--- src/rtl/axis_demux.sv ---
// axis_demux: 1:2 AXI-Stream router with packet-atomic route selection.
// Ports: clk/reset, s_axis_* slave in, sel_in route, m0/m1_axis_* outs, busy.
module axis_demux #(
  parameter int width = 16
) (
  input  logic             clk,
  input  logic             reset,
  input  logic             s_axis_tvalid,
  output logic             s_axis_tready,
  input  logic [width-1:0] s_axis_tdata,
  input  logic             s_axis_tlast,
  input  logic             sel_in,
  output logic             m0_axis_tvalid,
  input  logic             m0_axis_tready,
  output logic [width-1:0] m0_axis_tdata,
  output logic             m0_axis_tlast,
  output logic             m1_axis_tvalid,
  input  logic             m1_axis_tready,
  output logic [width-1:0] m1_axis_tdata,
  output logic             m1_axis_tlast,
  output logic             busy
);

  typedef enum logic {
    IDLE = 1'b0,
    PKT  = 1'b1
  } state_t;

  state_t state;
  logic   route;
  logic   acc;
  logic   start;

  assign s_axis_tready = route
    ? (!m1_axis_tvalid | m1_axis_tready)
    : (!m0_axis_tvalid | m0_axis_tready);

  assign acc   = s_axis_tvalid & s_axis_tready;
  // first beat of a multi-beat packet: route must not move under it
  assign start = acc & !s_axis_tlast;
  assign busy  = (state == PKT);

  always_ff @(posedge clk or negedge reset) begin
    if (!reset) begin
      state <= IDLE;
      route <= 1'b0;
    end else begin
      unique case (state)
        IDLE: begin
          if (!start)
            route <= sel_in;
          if (start)
            state <= PKT;
        end
        PKT: begin
          if (acc && s_axis_tlast)
            state <= IDLE;
        end
      endcase
    end
  end

  always_ff @(posedge clk or negedge reset) begin
    if (!reset) begin
      m0_axis_tvalid <= 1'b0;
      m0_axis_tdata  <= '0;
      m0_axis_tlast  <= 1'b0;
    end else if (acc && !route) begin
      m0_axis_tvalid <= 1'b1;
      m0_axis_tdata  <= s_axis_tdata;
      m0_axis_tlast  <= s_axis_tlast;
    end else if (m0_axis_tvalid && m0_axis_tready) begin
      m0_axis_tvalid <= 1'b0;
    end
  end

  always_ff @(posedge clk or negedge reset) begin
    if (!reset) begin
      m1_axis_tvalid <= 1'b0;
      m1_axis_tdata  <= '0;
      m1_axis_tlast  <= 1'b0;
    end else if (acc && route) begin
      m1_axis_tvalid <= 1'b1;
      m1_axis_tdata  <= s_axis_tdata;
      m1_axis_tlast  <= s_axis_tlast;
    end else if (m1_axis_tvalid && m1_axis_tready) begin
      m1_axis_tvalid <= 1'b0;
    end
  end

endmodule

--- config.mk ---
export PLATFORM = sky130hd
export DESIGN_NAME = axis_demux
export DESIGN_NICKNAME = d
export VERILOG_FILES = /design/src/rtl/axis_demux.sv
export SDC_FILE = /design/constraint.sdc
export NUM_CORES = 1
export LEC_CHECK = 0
export ABC_AREA = 0
export CORE_AREA = 5 5 69 71
export DETAILED_ROUTE_END_ITERATION = 10
export DIE_AREA = 0 0 74 76
export GPL_TIMING_DRIVEN = 0
export PLACE_DENSITY = 0.71
export SLEW_MARGIN = 15
export SYNTH_ARGS = -nofsm -noshare
export SYNTH_HDL_FRONTEND = slang
export SYNTH_SLANG_ARGS = --single-unit
--- constraint.sdc ---
create_clock -name clk -period 3.55 [get_ports clk]
set_clock_uncertainty 0.05 [all_clocks]
set_input_delay 0.71 -clock clk [delete_from_list [all_inputs] [get_ports clk]]
set_output_delay 0.71 -clock clk [all_outputs]
set_load 0.005 [all_outputs]
==> impl_metrics.yaml <==
logic_synthesis:
  synth_top_area_share_pct: 62.4
  ys_seq_area_share_pct: 62.4
  synthMuxAreaShare_pct: 28.3
  syn-mean-instance-area_sq_um: 16.2
  synth.distinct_cells: 18
  synth_top_family_by_area: "multiplexers"
  async_flop_share_pct: 100
  synthAdderAreaFrac_pct: 0
  synth.cell_area_sq_um: 1520
  ys.flop_type: "dfrtp_1"
  synth_compound_area_share_pct: 1.73
  synth_enable_flop_cells: 0
  synth_xor_area_share_pct: 0
  synth-simple-area-share_pct: 5.83
  synth_area_leaders: "dfrtp_1 (62%), mux2_2 (18%), mux2_4 (9.9%)"
  synth.largest_area_cell: "dfrtp_1"
  syn_inst: 94
  ys_seq_elements: 38
  synth.net_count: 117
  yosysWarnings: 0
sta:
  rsz0062_at_grt: "false"
  hold_viol_final: 0
  fin_crit_sh_pct: 79.8
  slew_violations: 0
  min_period_ns: 2.83
  setup_violations: 0
  relSlewSlack_pct: 67.2
  fin_setup_tns_ns: 0
  worst_pin_slew_ns: 0.491
  fmax_ghz: 0.353
die:
  core_sq_um: 4170
  ioPinCount: 61
  die_w_um: 74
  rows: 24
  dieArea_sq_um: 5620
  initial_utilization_pct: 36.5
  die-height_um: 76
layout:
  final_cell_mix: "clkdlybuf4s50_1 (59), dfrtp_1 (38), mux2_2 (24)"
  drive_above_1_share_pct: 29.4
  final_area_sq_um: 2300
  nNetsFinal: 185
  syn_to_final_growth_pct: 51.2
  layout_commonest_cell: "clkdlybuf4s50_1"
  antenna_cells: 0
clock_tree:
  post_cts.repair.setup_buffers: 0
  cts_max_path_buffers: 2
  cts-root-buf: "clkbuf_8"
  cts_tree: "done"
  clk_pin_slew_ns: 0.08
  cts_resized: 0
  cts_buffers: 5
  cts.sinks: 38
  clkLatencyLatePin_ns: 0.28
  cts.htree.levels: 2
  hold_buffers: 0
placement:
  port_buffers: 60
  place_area_sq_um: 2210
  place_hpwl_mm: 2.62
  place_congestion: 0.669
worst_setup_path:
  cp_max_fo: 3
  startpoint: "m0_axis_tready"
  critical_path.most_common_cell: "clkdlybuf4s50_1"
  worstRegToRegCells: 5
  reg2reg_slack_ns: 2.01
  end_kind: "output pin"
  crit_required_ns: 2.79
  crit_slowest_cell: "clkdlybuf4s50_1"
  r2r-end: "m0_axis_tdata[12]$_DFFE_PN0P_"
  worstPathArrival_ns: 2.07
  endpoint: "s_axis_tready"
  cp_slowest_stage_delay_ns: 0.51
  crit_chain: "clkdlybuf4s50_1 > nand2b_1 > nor2_1 > a21oi_1 > clkdlybuf4s50_1"
  path_class: "in2out"
  cp-start-kind: "primary input"
  timing.rr.start: "route$_DFFE_PN0P_"
run_status:
  outcome: "completed"
drt:
  postRouteAntennaNets: 0
  vias_per_cell: 4.71
  first_pass_iters: 4
  wl_met1_mm: 1.38
  drt-total-wl_mm: 3.43
  highest_layer: "met4"
  wire_per_inst_um: 15.9
  dr_wl_met2_mm: 1.67
  wl_met3_um: 357
  vias: 1012
  post-route-drc-count: 0
  first_iter_violations: 16
min_path:
  worst_hold_path_type: "in2async"
grt:
  antenna_found_initial: 0
  overflow: 0
  grt_pass1_wl_mm: 6.18
  grt_max_degree: 21
  gr-usage-all-layers_pct: 14.1
  grt_pass1_vias: 1237
power_and_ir_drop:
  p_leak_nw: 1.01
  p_per_area_nw_per_um2: 868
  p_seq_share_pct: 38.9
  pwr-share-comb_pct: 46.0
  p_int_w: 0.00146
  power.switching_w: 0.000542
  clock_power_share_pct: 15.1
  total_power_w: 0.00200
  switching_share_pct: 27.1
  worst_ir_drop_vdd_mv: 0.461
job:
  cap_violations: 0
==> cell families after synthesis <==
group | after synthesis
AO/OA/AOI/OAI | 4
buffers and inverters | 3
flip-flops | 38
multiplexers | 35
AND/OR/NAND/NOR | 14
==> power by group through the flow <==
stage / registers [W] / logic, W / clock network, W
global route: 0.000812 / 0.000994 / 0.000336
global placement: 0.000769 / 0.000912 / 0
detailed placement: 0.000786 / 0.000931 / 0
floorplan: 0.000789 / 0.000364 / 0
finish: 0.000777 / 0.000920 / 0.000301
CTS: 0.000781 / 0.000939 / 0.000314
==> worst min-delay path by stage <==
stage,start,to,cells after the start
2_1_floorplan,reset,asynchronous set/reset pin,0
3_3_place_gp,m1_axis_tdata[10]$_DFFE_PN0P_,m1_axis_tdata[10]$_DFFE_PN0P_,1
3_5_place_dp,m0_axis_tdata[8]$_DFFE_PN0P_,m0_axis_tdata[8]$_DFFE_PN0P_,1
4_1_cts,reset,m1_axis_tdata[3]$_DFFE_PN0P_,1
5_1_grt,reset,m1_axis_tdata[3]$_DFFE_PN0P_,1
6_report,reset,m1_axis_tdata[3]$_DFFE_PN0P_,1
==> layer usage <==
metal,GRT usage (%),up-vias
met3,7.52,3
met1,17.2,502
met2,21.6,44
met5,0,-
li1,-,463
met4,3.99,0
==> sequential cells by signal, summed over array words and instances, names as in the netlist, named ones only <==
register,flops
m0_axis_tdata,16
m0_axis_tlast,1
m0_axis_tvalid,1
m1_axis_tdata,16
m1_axis_tlast,1
m1_axis_tvalid,1
route,1
==> area by class of cell <==
| class | instances | area [sq um] |
|---|---|---|
| clock buffers | 7 | 86.3 |
| multi-input cells | 53 | 546 |
| plain buffers | 2 | 22.5 |
| well taps | 52 | 65.1 |
| clock inverters | 1 | 5.00 |
| inverters | 1 | 3.75 |
| fillers | 350 | 1870 |
| flip-flops and latches | 38 | 951 |
| repair buffers | 61 | 623 |
==> worst max-delay path, delay by kind of cell <==
| kind | cells | cell delay, ns |
|---|---|---|
| AO/OA/AOI/OAI | 1 | 0.11 |
| AND/OR/NAND/NOR | 2 | 0.26 |
| buffers and inverters | 2 | 0.99 |
==> Yosys cell counts (2+ instances only) <==
cell type and number:
mux2_4 10, mux2_2 24, dfrtp_1 38, nor2b_1 2, buf_6 2, nand2b_4 2
nand2_1 4, nand2b_1 2
==> per-stage QoR <==
step | cells | utilization [%] | hold slack [ns] | worst slack (ns)
3_3_place_gp | 206 | 52.4 | 0.438 | 0.743
2_1_floorplan | 94 | - | 0.364 | 1.73
3_5_place_dp | 207 | 53.0 | 0.444 | 0.704
4_1_cts | 215 | 55.2 | 0.328 | 0.704
6_report | 215 | 55.2 | 0.317 | 0.716
5_1_grt | 215 | 55.2 | 0.337 | 0.606
Power figures use the tool's default switching activity.
==> patch (same flow settings) <==
The parameter `width` goes from 16 to 32.
--- a/src/rtl/axis_demux.sv
+++ b/src/rtl/axis_demux.sv
@@ -3,3 +3,3 @@
 module axis_demux #(
-  parameter int width = 16
+  parameter int width = 32
 ) (
Ports: changed (resized m0_axis_tdata, m1_axis_tdata and s_axis_tdata); port bits go from 61 to 109. No check against the original RTL was run, so the function may have changed too.
==> patch against the unedited design <==
The flow now stops in clock tree synthesis (4_1_cts); synthesized area up 86%.
==> patch: results (changes against the unedited design) <==
| Metric | Value |
|---|---|
| Status | `did not finish` |
| Halt Stage | `clock tree synthesis (4_1_cts)` |
| Err | `[ERROR DPL-0038] Utilization greater than 100%, impossible to legalize` |
| Hpwl dp | `6270 um (+140%)` |
| Dpl ws | `0.667 ns (-0.0378 ns)` |
| GP Congestion | `0.721 (+7.7%)` |
| Synth warn | `0 (unchanged)` |
| Cell taking the most area after synthesis | `dfrtp_1` |
| TritonCTS Buffers | `9 (+4)` |
| Clock Tree Buf Depth | `2 (unchanged)` |
| Ys async rst share | `100% (unchanged)` |
| List of most frequent post-synthesis cells | `dfrtp_1, mux2_2, mux2_4, nand2_1, buf_12` |
| Synth Flop Type | `dfrtp_1` |
| Sequential area share after synthesis | `62.0% (-0.45 points)` |
| Buffers on Ports | `108 (+80%)` |
| Top cells by area, synth | `dfrtp_1, mux2_4, mux2_2, buf_12, nand2b_4` |
| H-tree levels | `3 (+1)` |
| Syn nets | `202 (+73%)` |
| CTS root buffer | `clkbuf_8` |
| Clock Sinks | `70 (+84%)` |
| Distinct cells, synth | `20 (+2)` |
[patch: cells by family after synthesis]
kind of cell / share of synthesized area, %
flops: 62.0
compound gates: 0.930
simple gates: 3.06
buf+inv: 3.37
mux: 30.6
[patch: through the flow]
stage | TNS, ns | hold slack [ns] | instance area (um^2) | utilization, % | std cells
detailed placement | 0 | 0.447 | 4000 | 95.7 | 324
global placement | -35.00 | 0.437 | 3970 | 95.1 | 323
floorplan | 0 | 0.364 | 2830 | - | 163
